**src/rtl/rejunity_1_58bit.sv**
```systemverilog
`default_nettype none
// ============================================================================
// Module   : rejunity_1_58bit
// Brief    : Ternary-weight x int8 activation engine, four 16-sample dot
//            products per block, results streamed out one byte per cycle.
// Revision : 1.0 - initial release
// ============================================================================
module rejunity_1_58bit (
  input  logic       clk,
  input  logic       rst_n,
  input  logic       ena,
  input  logic [7:0] ui_in,
  input  logic [7:0] uio_in,
  output logic [7:0] uo_out,
  output logic [7:0] uio_out,
  output logic [7:0] uio_oe
);

  localparam int unsigned C_LANES = 4;
  localparam logic [3:0]  C_LAST  = 4'd15;

  logic [3:0]         r_cnt;
  logic signed [15:0] r_acc [C_LANES];
  logic signed [15:0] r_res [C_LANES];
  logic signed [15:0] w_prod [C_LANES];
  logic signed [15:0] w_x16;
  logic [7:0]         w_byte;
  logic               w_unused_ena;

  assign w_unused_ena = ena;
  assign w_x16        = {{8{uio_in[7]}}, uio_in};

  // Negation happens after sign extension so that x = -128 yields +128.
  generate
    for (genvar i = 0; i < C_LANES; i++) begin : g_lane
      assign w_prod[i] = (ui_in[2*i +: 2] == 2'b01) ? w_x16 :
                         (ui_in[2*i +: 2] == 2'b11) ? -w_x16 : 16'sd0;
    end
  endgenerate

  always_ff @(posedge clk) begin
    if (rst_n) begin
      r_cnt <= 4'd0;
      for (int i = 0; i < C_LANES; i++) begin
        r_acc[i] <= 16'sd0;
        r_res[i] <= 16'sd0;
      end
    end else if (r_cnt == C_LAST) begin
      r_cnt <= 4'd0;
      for (int i = 0; i < C_LANES; i++) begin
        r_res[i] <= r_acc[i] + w_prod[i];
        r_acc[i] <= 16'sd0;
      end
    end else begin
      r_cnt <= r_cnt + 4'd1;
      for (int i = 0; i < C_LANES; i++) begin
        r_acc[i] <= r_acc[i] + w_prod[i];
      end
    end
  end

  // First half of each block streams res[cnt/2], low byte first.
  always_comb begin
    w_byte = 8'h00;
    if (!r_cnt[3]) begin
      w_byte = r_cnt[0] ? r_res[r_cnt[2:1]][15:8] : r_res[r_cnt[2:1]][7:0];
    end
  end

  assign uo_out  = w_byte;
  assign uio_out = 8'h00;
  assign uio_oe  = 8'h00;

endmodule
`default_nettype wire

```
**config.mk**
```make
export PLATFORM = sky130hd
export DESIGN_NAME = rejunity_1_58bit
export DESIGN_NICKNAME = d
export VERILOG_FILES = /design/src/rtl/rejunity_1_58bit.sv
export SDC_FILE = /design/constraint.sdc
export NUM_CORES = 1
export LEC_CHECK = 0
export CORE_ASPECT_RATIO = 1.25
export CORE_UTILIZATION = 35
export CTS_BUF_LIST = sky130_fd_sc_hd__clkbuf_4
export CTS_CLUSTER_DIAMETER = 50
export DETAILED_ROUTE_END_ITERATION = 6
export PLACE_DENSITY = 0.48
export SLEW_MARGIN = 20
export SYNTH_ARGS = -nofsm -noshare
export SYNTH_HDL_FRONTEND = slang
export SYNTH_SLANG_ARGS = --single-unit
export TNS_END_PERCENT = 100
```
**constraint.sdc**
```tcl
create_clock -name clk -period 4.69 [get_ports clk]
set_input_delay 0.938 -clock clk [delete_from_list [all_inputs] [get_ports clk]]
set_output_delay 0.938 -clock clk [all_outputs]
set_load 0.02 [all_outputs]
```
# [Word-level counts from Yosys, hierarchy flattened]
# Memory sizes are Yosys's and may differ from the RTL's. A register that Yosys moved wholly into a read port is not among the register bits.
# Cells that the tools add are included.
# Widths: inputs -> output; s select.
[totals] reg_bits=4 output_inout_bits=24 in_bits=19 rom_bits=0 mem_bits_rw=128 wordCells=62 latch_bits=0 mem_count=2
[op_classes] add_sub_neg=6 bitwise_logic=12 n_div=0 reduce_logical=1 eq_ne=9 n_mul=0 shift=0 n_mux=31 n_lt_le_gt_ge=0
[mem_list] memory="r_acc" depth=4 word_bits=16 rd=4 rd_ports_with_merged_regs=0 wr=4 line="23" text="logic signed [15:0] r_acc [C_LANES];"
[mem_list] memory="r_res" depth=4 word_bits=16 rd=1 rd_ports_with_merged_regs=1 wr=4 line="24" text="logic signed [15:0] r_res [C_LANES];"
[op_table] operator="$mux 16" n=20
[op_table] operator="$add 16x16->16" n=4
[op_table] operator="$mux 8" n=2
[op_table] operator="$neg 8->16" n=1
[op_table] operator="$or 1x1->1" n=12
[op_table] operator="$eq 2x1->1 const B" n=4
[op_table] operator="$eq 2x2->1 const B" n=4
[op_table] operator="$mux 1" n=8
[op_table] operator="$add 4x1->4 const B" n=1
[op_table] operator="$eq 4x4->1 const B" n=1
[op_table] operator="$mux 2" n=1
[op_table] operator="$reduce_or 2->1" n=1

# [Logic depth before layout (Yosys ltp)]
[depth] depth_word=6 mapped_depth=14 ltp_nobuf=13

# [Worst setup path after synthesis]
# No wires, ideal clock.
[synth_path] kind="input -> register" start="input uio_in[2]" end="memory r_acc[0][10], data pin" path_buffers=2 t_required_ns=4.338 arrival_time_ns=3.892 path_stages=14 slack_ns=0.446 cell_sequence="buf_6 or3_4 or3_1 buf_2 or3_1 ha_1 nand2_1 o211a_1 ha_1 a21oi_1 o21ai_0 a21o_1 xnor2_1 nor2_1"
[synth_lines] item="from (decl)" line="13" text="input logic [7:0] uio_in,"
[synth_lines] item="to (decl)" line="23"

==> summary.md <==
| Metric | Value |
|---|---|
| Fillers | 2660 |
| Syn-to-layout area delta | 19.5% |
| Total GRT Usage | 0.211 |
| GP Congestion | 0.845 |
| Grt total ovfl | 0 |
| Clock skew | 24.5 ps |
| Status | finished clean |
| Largest net degree at the start of global routing | 63 |
| Measured slew at the worst slew-check pin | between 900 and 1000 ps |
| DR pass1 iterations | 4 |
| Synth async-reset ratio | 0 |
| Leakage | 4.59 nW |
| Maximum VDD drop | roughly 0.14 mV |
| Max_slew headroom | 0.394 |
| Warnings from Yosys | 0 |
| Critical Path AT | 4710 ps |
| Number of DRC markers in iteration 0 | 379 |
| Fin crit share | 0.940 |
| Placed instance area | roughly 11000 µm² |
| Seq/Total Area, Yosys | 0.404 |
| PD cells | approximately 300 nW/µm² |
| Combinational Power Share | 0.350 |
| Sw Ratio | 0.356 |
| Vias per cell | between 5 and 6 |
| Worst hold-check path type | reg2reg |
| CP Max Fanout | 4 |
| Internal power | 0.00211 W |
| Fmax | 227 MHz |
| Number of I/O pins | between 40 and 50 |
| Width of the die | around 150 µm |
| Clock Tree Root | clkbuf_4 |
| Initial Util | 0.357 |
| Placed cells | about 1500 |
| Design area | about 11000 µm² |
| Pins Over Slew Limit | 0 |
| Non-filler cells, final | between 1000 and 1500 |
| Cells after Synth | between 900 and 1000 |
| Worst EP required | around 5000 ps |
| Nets@finish | about 1200 |
| DR vias | about 7700 |
| Setup TNS | 0 ps |
| Distinct cells, synth | 61 |
| Die Y | 184 µm |
| Sequential power share | 0.440 |
| H-tree levels | 4 |
| Ys flop type | edfxtp_1 |
| Rows | 66 |
| Die area | between 20000 and 30000 µm² |
| Clock power share | 0.210 |
| #FFs+latches synth | approximately 130 |
| Tmin final | between 4000 and 5000 ps |
| Share of cells above drive strength 1 | 0.164 |
| Clock buffer count from CTS | 17 |
| Placeable Area | around 26000 µm² |
| CTS resizes | 0 |
| Post-DR wirelength/cell | 18.6 µm |
| Setup Fix Bufs, Post-CTS | 0 |
| Worst-Skew Late Latency | around 580 ps |
| MaxCap Viol Count | 0 |
| Top cells by area, synth | edfxtp_1, ha_1, dfxtp_1, a21oi_1, mux4_2 |
| Synthesized cell area | 9320 µm² |
| Nature of the critical path startpoint | input pin |
| Post-synth top area share | 0.361 |
| Unrepaired setup endpoints after global routing | false |
| Switch Pwr | between 0.001 and 0.0015 W |
| Hold_buf cts | 0 |
| Number of flops mapped to enable cells by yosys | between 100 and 150 |
| Cell taking the most area after synthesis | edfxtp_1 |
| Final hold violations | 0 |
| Post-layout util | 0.427 |
| Vias in the first global route | between 7000 and 8000 |
| CTS Sinks | between 100 and 150 |
| Initial antenna violation count | 1 |
| ANT nets after route | 0 |
| Crit. End Element | flip-flop |
| CTS tree | yes |
| PortBufs | 25 |
| Clk pin slew, worst setup/hold paths | about 130 ps |
| DRC Markers | 0 |
| Critical path class | in2reg |
| Max clock buf depth | 2 |
| Final setup fails | 0 |
| Routed WL | about 28 mm |
| First-pass GRT wire length | 42.3 mm |
| Detailed-placement wirelength estimate | 21.0 mm |
| Syn Area/Cell | around 9.7 µm² |
-- logic make-up (layout without fill, tap and decap cells) --
logic type,after synthesis,count (layout),synth area share
AO/OA/AOI/OAI,217,217,0.146
other,2,65,0.000806
XOR/XNOR,54,54,0.0508
flip-flops,132,132,0.404
AND/OR/NAND/NOR,370,370,0.203
buffers and inverters,85,207,0.0422
multiplexers,32,32,0.0559
adder cells (fa/ha/maj),70,70,0.0972
-- synth_stat cells (7+ instances only) --
master	number
o211ai_1	7
and2_1	49
a21oi_1	79
edfxtp_1	112
dfxtp_1	20
nor2b_1	38
nor3_1	21
buf_1	7
xnor2_1	37
a21o_1	10
mux2i_1	16
and3_1	7
a21oi_2	8
inv_1	23
clkbuf_1	33
buf_4	16
xor2_1	17
nor3b_1	15
o21a_1	9
mux4_2	16
nand4_1	16
nand3_1	22
nor2_1	91
a211oi_1	7
nand2_1	74
o21ai_0	52
or3_1	12
a211o_1	11
ha_1	66
-- final timing paths --
check,from,endpoint,slack [ps],cells after the start
setup / recovery,uio_in[1],r_res[0][15],280,13
hold / removal,r_acc[2][0],r_acc[2][0],590,2
setup reg to reg,r_cnt[1],r_acc[1][3],1520,7
hold reg to reg,r_acc[2][0],r_acc[2][0],590,2
-- worst max-delay path: stages --
cell	delay (ps)
clkdlybuf4s50_1	460
or3_4	400
or3_1	360
or3_1	350
ha_1	520
nand2_1	90
o211a_1	160
ha_1	360
nand3_1	130
a2111oi_0	490
buf_4	200
o21ai_0	80
nor3b_1	160
-- flip-flops by register name, summed over array words and instances (netlist names) --
signal and count:
r_cnt 4, r_acc 64, r_res 64
-- cell usage in the layout (no fill, tap or decap), drive strengths merged, types with 6 or more instances in the layout --
cell type        n
a211o           11
a211oi           7
a21o            10
a21oi           87
and2            49
and3             7
buf            127
clkbuf          18
clkdlybuf4s50   25
clkinv          10
conb            64
dfxtp           20
edfxtp         112
ha              66
inv             26
mux2i           16
mux4            16
nand2           74
nand2b           6
nand3           22
nand4           16
nor2            91
nor2b           38
nor3            21
nor3b           15
o211a            6
o211ai           7
o21a             9
o21ai           53
or3             13
xnor2           37
xor2            17
-- stage by stage --
step / total power [W] / worst slack (ps) / hold WS, ps
detailed placement: 0.00260 / -347 / 564
global route: 0.00347 / 124 / 616
floorplan: 0.00218 / 446 / 533
CTS: 0.00330 / 308 / 599
global placement: 0.00260 / -365 / 565
finish: 0.00327 / 282 / 588
-- power by group through the flow --
stage	registers (W)	clock network (W)	logic, W
floorplan	0.00144	0	0.000747
global placement	0.00147	0	0.00114
detailed placement	0.00147	0	0.00114
CTS	0.00144	0.000714	0.00114
global route	0.00145	0.000750	0.00127
finish	0.00144	0.000688	0.00114
-- routing by layer --
metal	GRT usage	share of wire	vias up
met5	0	0	-
met4	0.0882	0.031	0
met3	0.0292	0.028	43
met2	0.371	0.50	154
met1	0.258	0.44	3690
li1	-	-	3778
-- final cells by class --
class | instances | area, µm² | area share
Clock inverter | 14 | 87.6 | 0.00787
Clock buffer | 18 | 135 | 0.0121
Antenna cell | 1 | 2.50 | 0.000225
Inverter | 23 | 88.8 | 0.00798
Multi-Input combinational cell | 807 | 5400 | 0.485
Timing Repair Buffer | 152 | 1230 | 0.110
Tap cell | 340 | 425 | 0.0382
Sequential cell | 132 | 3760 | 0.338
Power figures use the tool's default switching activity.
